<file path="src/rtl/link_rr_arbiter.sv">
// -----------------------------------------------------------------------------
// link_rr_arbiter
//   Shares one output link among NUM_IN showahead input FIFOs. Arbitration is
//   round-robin with packet lock: a FIFO that sends a non-tail flit keeps the
//   link until its tail flit has gone out. Credit-based flow control stops the
//   arbiter from sending more flits than the downstream buffer can hold.
//
// Ports
//   clk           : clock, all logic on posedge
//   rst           : synchronous, active-high reset
//   buf_empty     : per-FIFO empty flag
//   buf_out       : per-FIFO head flit, FIFO i at [i*FLIT_WIDTH +: FLIT_WIDTH]
//   buf_consume   : per-FIFO pop strobe (combinational, one-hot or zero)
//   out_valid     : registered, out_data holds a flit this cycle
//   out_data      : registered flit to the link (holds when out_valid=0)
//   grant_id      : registered index of the FIFO that sourced out_data
//   credit_return : downstream freed one slot this cycle
//   credits       : current credit count
//   credit_err    : sticky, credit returned while already at CREDIT_MAX
// -----------------------------------------------------------------------------
module link_rr_arbiter #(
  parameter int NUM_IN       = 4,
  parameter int FLIT_WIDTH   = 64,
  parameter int CREDIT_MAX   = 8,
  parameter int CREDIT_WIDTH = 4,
  parameter int ID_WIDTH     = 2
) (
  input  logic                         clk,
  input  logic                         rst,
  input  logic [NUM_IN-1:0]            buf_empty,
  input  logic [NUM_IN*FLIT_WIDTH-1:0] buf_out,
  output logic [NUM_IN-1:0]            buf_consume,
  output logic                         out_valid,
  output logic [FLIT_WIDTH-1:0]        out_data,
  output logic [ID_WIDTH-1:0]          grant_id,
  input  logic                         credit_return,
  output logic [CREDIT_WIDTH-1:0]      credits,
  output logic                         credit_err
);

  typedef enum logic {
    IDLE   = 1'b0,
    LOCKED = 1'b1
  } state_t;

  localparam logic [CREDIT_WIDTH-1:0] CREDIT_FULL = CREDIT_WIDTH'(CREDIT_MAX);

  state_t                  state_reg, state_next;
  logic [ID_WIDTH-1:0]     rr_ptr_reg, rr_ptr_next;
  logic [ID_WIDTH-1:0]     owner_reg, owner_next;
  logic [CREDIT_WIDTH-1:0] credits_reg, credits_next;
  logic                    credit_err_reg, credit_err_next;
  logic                    out_valid_reg;
  logic [FLIT_WIDTH-1:0]   out_data_reg;
  logic [ID_WIDTH-1:0]     grant_id_reg;

  logic [FLIT_WIDTH-1:0]   flit [NUM_IN];
  logic [ID_WIDTH-1:0]     cand_idx [NUM_IN];
  logic [ID_WIDTH-1:0]     winner;
  logic [ID_WIDTH-1:0]     sel;
  logic [NUM_IN-1:0]       consume;
  logic                    send;
  logic                    any_req;
  logic                    has_credit;

  // Unpack head flits and build the round-robin scan order: cand_idx[k] is
  // (rr_ptr + k) mod NUM_IN, so cand_idx[0] has the highest priority.
  genvar gi;
  generate
    for (gi = 0; gi < NUM_IN; gi++) begin : g_in
      logic [ID_WIDTH:0] sum;
      assign flit[gi]     = buf_out[gi*FLIT_WIDTH +: FLIT_WIDTH];
      assign sum          = {1'b0, rr_ptr_reg} + (ID_WIDTH+1)'(gi);
      assign cand_idx[gi] = (sum >= (ID_WIDTH+1)'(NUM_IN))
                            ? ID_WIDTH'(sum - (ID_WIDTH+1)'(NUM_IN))
                            : sum[ID_WIDTH-1:0];
    end
  endgenerate

  function automatic logic [ID_WIDTH-1:0] next_idx(input logic [ID_WIDTH-1:0] v);
    return (v == ID_WIDTH'(NUM_IN-1)) ? '0 : v + ID_WIDTH'(1);
  endfunction

  // Scan from lowest priority to highest so the last hit is the winner.
  always_comb begin
    winner = cand_idx[0];
    for (int k = NUM_IN-1; k >= 0; k--) begin
      if (!buf_empty[cand_idx[k]]) winner = cand_idx[k];
    end
  end

  assign any_req    = ~&buf_empty;
  assign has_credit = (credits_reg != '0);

  always_comb begin
    state_next  = state_reg;
    owner_next  = owner_reg;
    rr_ptr_next = rr_ptr_reg;
    consume     = '0;
    send        = 1'b0;
    sel         = owner_reg;
    case (state_reg)
      IDLE: begin
        sel = winner;
        if (has_credit && any_req) begin
          send            = 1'b1;
          consume[winner] = 1'b1;
          if (flit[winner][FLIT_WIDTH-1]) begin
            rr_ptr_next = next_idx(winner);
          end else begin
            state_next = LOCKED;
            owner_next = winner;
          end
        end
      end
      LOCKED: begin
        // Other FIFOs are ignored until the owner's tail flit goes out.
        if (has_credit && !buf_empty[owner_reg]) begin
          send               = 1'b1;
          consume[owner_reg] = 1'b1;
          if (flit[owner_reg][FLIT_WIDTH-1]) begin
            state_next  = IDLE;
            rr_ptr_next = next_idx(owner_reg);
          end
        end
      end
      default: state_next = IDLE;
    endcase
    if (rst) begin
      consume = '0;
      send    = 1'b0;
    end
  end

  // A credit returned in the same cycle as a send cancels out; a return with
  // no send saturates at CREDIT_MAX and flags the overflow.
  always_comb begin
    credits_next = credits_reg;
    if (send && !credit_return) begin
      credits_next = credits_reg - CREDIT_WIDTH'(1);
    end else if (!send && credit_return && (credits_reg != CREDIT_FULL)) begin
      credits_next = credits_reg + CREDIT_WIDTH'(1);
    end
    credit_err_next = credit_err_reg |
                      (credit_return && !send && (credits_reg == CREDIT_FULL));
  end

  always_ff @(posedge clk) begin
    if (rst) begin
      state_reg      <= IDLE;
      rr_ptr_reg     <= '0;
      owner_reg      <= '0;
      credits_reg    <= CREDIT_FULL;
      credit_err_reg <= 1'b0;
      out_valid_reg  <= 1'b0;
      out_data_reg   <= '0;
      grant_id_reg   <= '0;
    end else begin
      state_reg      <= state_next;
      rr_ptr_reg     <= rr_ptr_next;
      owner_reg      <= owner_next;
      credits_reg    <= credits_next;
      credit_err_reg <= credit_err_next;
      out_valid_reg  <= send;
      if (send) begin
        out_data_reg <= flit[sel];
        grant_id_reg <= sel;
      end
    end
  end

  assign buf_consume = consume;
  assign out_valid   = out_valid_reg;
  assign out_data    = out_data_reg;
  assign grant_id    = grant_id_reg;
  assign credits     = credits_reg;
  assign credit_err  = credit_err_reg;

endmodule

</file>
<file path="config.mk">
export PLATFORM = sky130hd
export DESIGN_NAME = link_rr_arbiter
export DESIGN_NICKNAME = d
export VERILOG_FILES = /design/src/rtl/link_rr_arbiter.sv
export SDC_FILE = /design/constraint.sdc
export NUM_CORES = 1
export LEC_CHECK = 0
export ABC_CLOCK_PERIOD_IN_PS = 9930
export BUFFER_PORTS_ARGS = -buffer_cell sky130_fd_sc_hd__buf_4
export CORE_AREA = 2 2 131 133
export CTS_CLUSTER_SIZE = 12
export DETAILED_ROUTE_END_ITERATION = 16
export DIE_AREA = 0 0 133 135
export PLACE_DENSITY = 0.63
export SLEW_MARGIN = 20
export SYNTH_ARGS = -nofsm -noshare
export SYNTH_HDL_FRONTEND = slang
export SYNTH_SLANG_ARGS = --single-unit
</file>
<file path="constraint.sdc">
create_clock -name clk -period 9.93 [get_ports clk]
set_input_delay 2.979 -clock clk [delete_from_list [all_inputs] [get_ports clk]]
set_output_delay 2.979 -clock clk [all_outputs]
set_load 0.01 [all_outputs]
</file>
==> results.yml <==
synthesis:
  synthXorXnorAreaFrac_pct: 0.494
  synth_cell_type_count: 46
  yosys_warnings: 0
  synthFlopType: "dfxtp_1"
  async_flop_share_pct: 0
  synth_top_area_cell: "dfxtp_1"
  syn_nets: 905
  synth.most_common_cell: "nand2_1"
  ys_seq_area_share_pct: 29.0
  syn_area_sq_um: 5320
  synth-simple-area-share_pct: 22.4
  synth_commonest_cells: "137 x nand2_1, 77 x dfxtp_1, 74 x mux2i_1, 66 x and3_1, 64 x a21oi_1"
  synth_compound_area_share_pct: 25.6
  synth_cells: 633
  synth_fa_ha_area_share_pct: 2.12
  synth_top_family_by_area: "compound AO/OA/AOI/OAI gates"
  synth_top_cell_area_share_pct: 29.0
  synth_area_leaders: "dfxtp_1 29%, mux2i_1 14%, a221oi_2 13%"
  ys_ff_latch: 77
  avgSynthCellArea_sq_um: 8.41
  synth_enable_flop_cells: 0
  muxShareOfSynthArea_pct: 14.8
worst_setup_path:
  start_kind: "input pin"
  path_depth: 5
  slowest_delay_ps: 670
  cpMostUsedCell: "buf_4"
  cp_num_buf_inv: 2
  crit_path_end_kind: "output port"
  r2r_start: "owner_reg[0]$_SDFFE_PP0P_"
  path_class: "in2out"
  rr_worst_depth: 10
  critical_path.top_delay_family: "compound AO/OA/AOI/OAI gates"
  required_ps: 6950
  crit_path_max_fanout: 13
  arrival_ps: 4610
  crit_chain: "buf_4 > mux4_2 > a2111o_1 > nor2_1 > buf_4"
  crit_start: "buf_empty[3]"
  crit_end: "buf_consume[1]"
  rrSetupSlack_ps: 6090
  reg2reg_to: "credits[2]$_SDFFE_PP0P_"
  crit_slowest_cell: "a2111o_1"
cts:
  clockBufferDepth: 2
  path_clk_slew_ps: 60
  cts_hold_buf: 0
  post_cts_resize_count: 0
  cts-root-buf: "clkbuf_16"
  clock-sinks: 77
  post-cts-setup-buffer-count: 0
  cts_buffers: 9
  cts_max_level: 3
  clk_latency_ps: 340
  cts_tree: "done"
place:
  placedInstanceArea_sq_um: 7950
  io_buffers: 338
  place_congestion: 0.847
  hpwl_microns: 14500
  place_inst: 1141
die:
  die_area_sq_um: 18000
  rows: 47
  die_w_microns: 133
  num_io_pins: 339
  initial_core_util_pct: 32.4
  die_height_microns: 135
  core_sq_um: 16400
layout:
  syn2layout_area_growth_pct: 56.1
  diodes: 0
  largest_reg_flops: 64
  final_util_pct: 50.6
  fin_area_sq_um: 8310
  final_layout_size_suffix_gt1_share_pct: 44.7
  fin_cells: 1156
  nets: 1204
  n_fill_cell: 1612
sta:
  slew_violations: 0
  setup_viol: 0
  max_slew_margin_pct: 37.1
  fin_crit_sh_pct: 76.4
  tightest_slew_ps: 923
  rsz0062_at_grt: "false"
  tns_ps: 0
  fin_skew_ps: 6.56
  min_period_ps: 7590
  clock.fmax_mhz: 132
  hold_viol: 0
hold_path:
  min_from: "credit_err$_SDFF_PP0_"
  hp-class: "reg2reg"
pwr:
  p_leak_uw: 0.00404
  pwr-share-comb_pct: 60.3
  vdd_drop_max_uv: 166
  pwr-share-clk_pct: 16.5
  swShare_pct: 41.7
  powerDensity_nw_per_um2: 296
  power_switching_uw: 1030
  intPower_uw: 1440
  pwr-share-seq_pct: 23.2
global_routing:
  grt_pass1_vias: 5632
  grt_max_degree: 74
  globalRouteTotalUtil_pct: 21.2
  grt_first_pass_wirelength_microns: 30400
  grt-ovfl-total: 0
  grt_antenna_before_repair: 0
outcome:
  status: "finished clean"
detailed_routing:
  drcViolationCount: 0
  vias_per_cell: 5.11
  ant_nets: 0
  num_vias: 5903
  wire_per_inst_microns: 17.2
  first_iter_violations: 211
  drt-total-wl_microns: 19900
  first_pass_iters: 4
flow_run:
  drv_cap: 0
power by group through the flow:
| stage | clock (uW) | combinational, uW | sequential (uW) |
|---|---|---|---|
| 6_report | 406 | 1480 | 573 |
| 5_1_grt | 431 | 1620 | 594 |
| 4_1_cts | 419 | 1510 | 571 |
| 3_5_place_dp | 0 | 1500 | 574 |
| 3_3_place_gp | 0 | 1500 | 570 |
| 2_1_floorplan | 0 | 921 | 625 |
worst reg2reg max path, stage by stage (launching register included):
cell,delay [ps]
dfxtp_1,570
mux4_2,580
a2111o_1,670
inv_4,680
nand2b_1,220
xnor2_1,180
ha_1,190
or3_1,300
mux2i_1,170
xnor2_1,140
nor2_1,50
per-layer routing:
layer  up-vias  GRT usage (%)  part of all wire [%]
met5         -              0                     0
met1      2696           25.8                    42
met2       239           36.4                    49
li1       2935              -                     -
met3        33           4.92                   7.2
met4         0           7.71                   2.3
cell usage in the layout, fill, tap and decap left out, types with 5 or more instances in the layout:
cell type / instances
nor2_1: 18
a221oi_1: 18
inv_1: 5
and3_1: 66
nand3_1: 9
nand2_1: 137
ha_1: 9
a21oi_1: 64
a221oi_2: 45
dfxtp_1: 77
mux2i_1: 73
clkbuf_16: 9
buf_4: 346
cells by family (layout without fill, tap and decap cells):
family                     count (synthesis)  in the layout
xor gates and xnor gates                   3              3
and+or+nand+nor                          250            250
muxes                                     76             76
AOI/OAI and AO/OA                        153            153
buffers and inverters                     65            368
DFF                                       77             77
adders and majority gates                  9              9
per-stage QoR:
step | power, uW | hold WS (ps) | setup slack (ps)
2_1_floorplan | 1550 | 511 | 2580
3_3_place_gp | 2070 | 459 | 2370
3_5_place_dp | 2080 | 468 | 2330
4_1_cts | 2500 | 481 | 2330
5_1_grt | 2640 | 493 | 2290
6_report | 2460 | 476 | 2340
final cells by class:
cell class                      instances  area (sq um)  area share [%]
Tap cell                              220           275            3.31
Sequential cell                        77          1540            18.6
Multi-Input combinational cell        491          3500            42.2
Clock inverter                          4           120            1.45
Inverter                                7          28.8           0.346
Timing Repair Buffer                  346          2600            31.3
Clock buffer                           11           243            2.92
worst min path at each step:
| stage | to | slack (ps) | cells after the start |
|---|---|---|---|
| 6_report | credit_err$_SDFF_PP0_ | 480 | 2 |
| 5_1_grt | credit_err$_SDFF_PP0_ | 490 | 2 |
| 4_1_cts | credit_err$_SDFF_PP0_ | 480 | 2 |
| 3_5_place_dp | credit_err$_SDFF_PP0_ | 470 | 2 |
| 3_3_place_gp | credit_err$_SDFF_PP0_ | 460 | 2 |
| 2_1_floorplan | credit_err$_SDFF_PP0_ | 510 | 2 |
No activity file was read; power rests on OpenSTA's default activity.
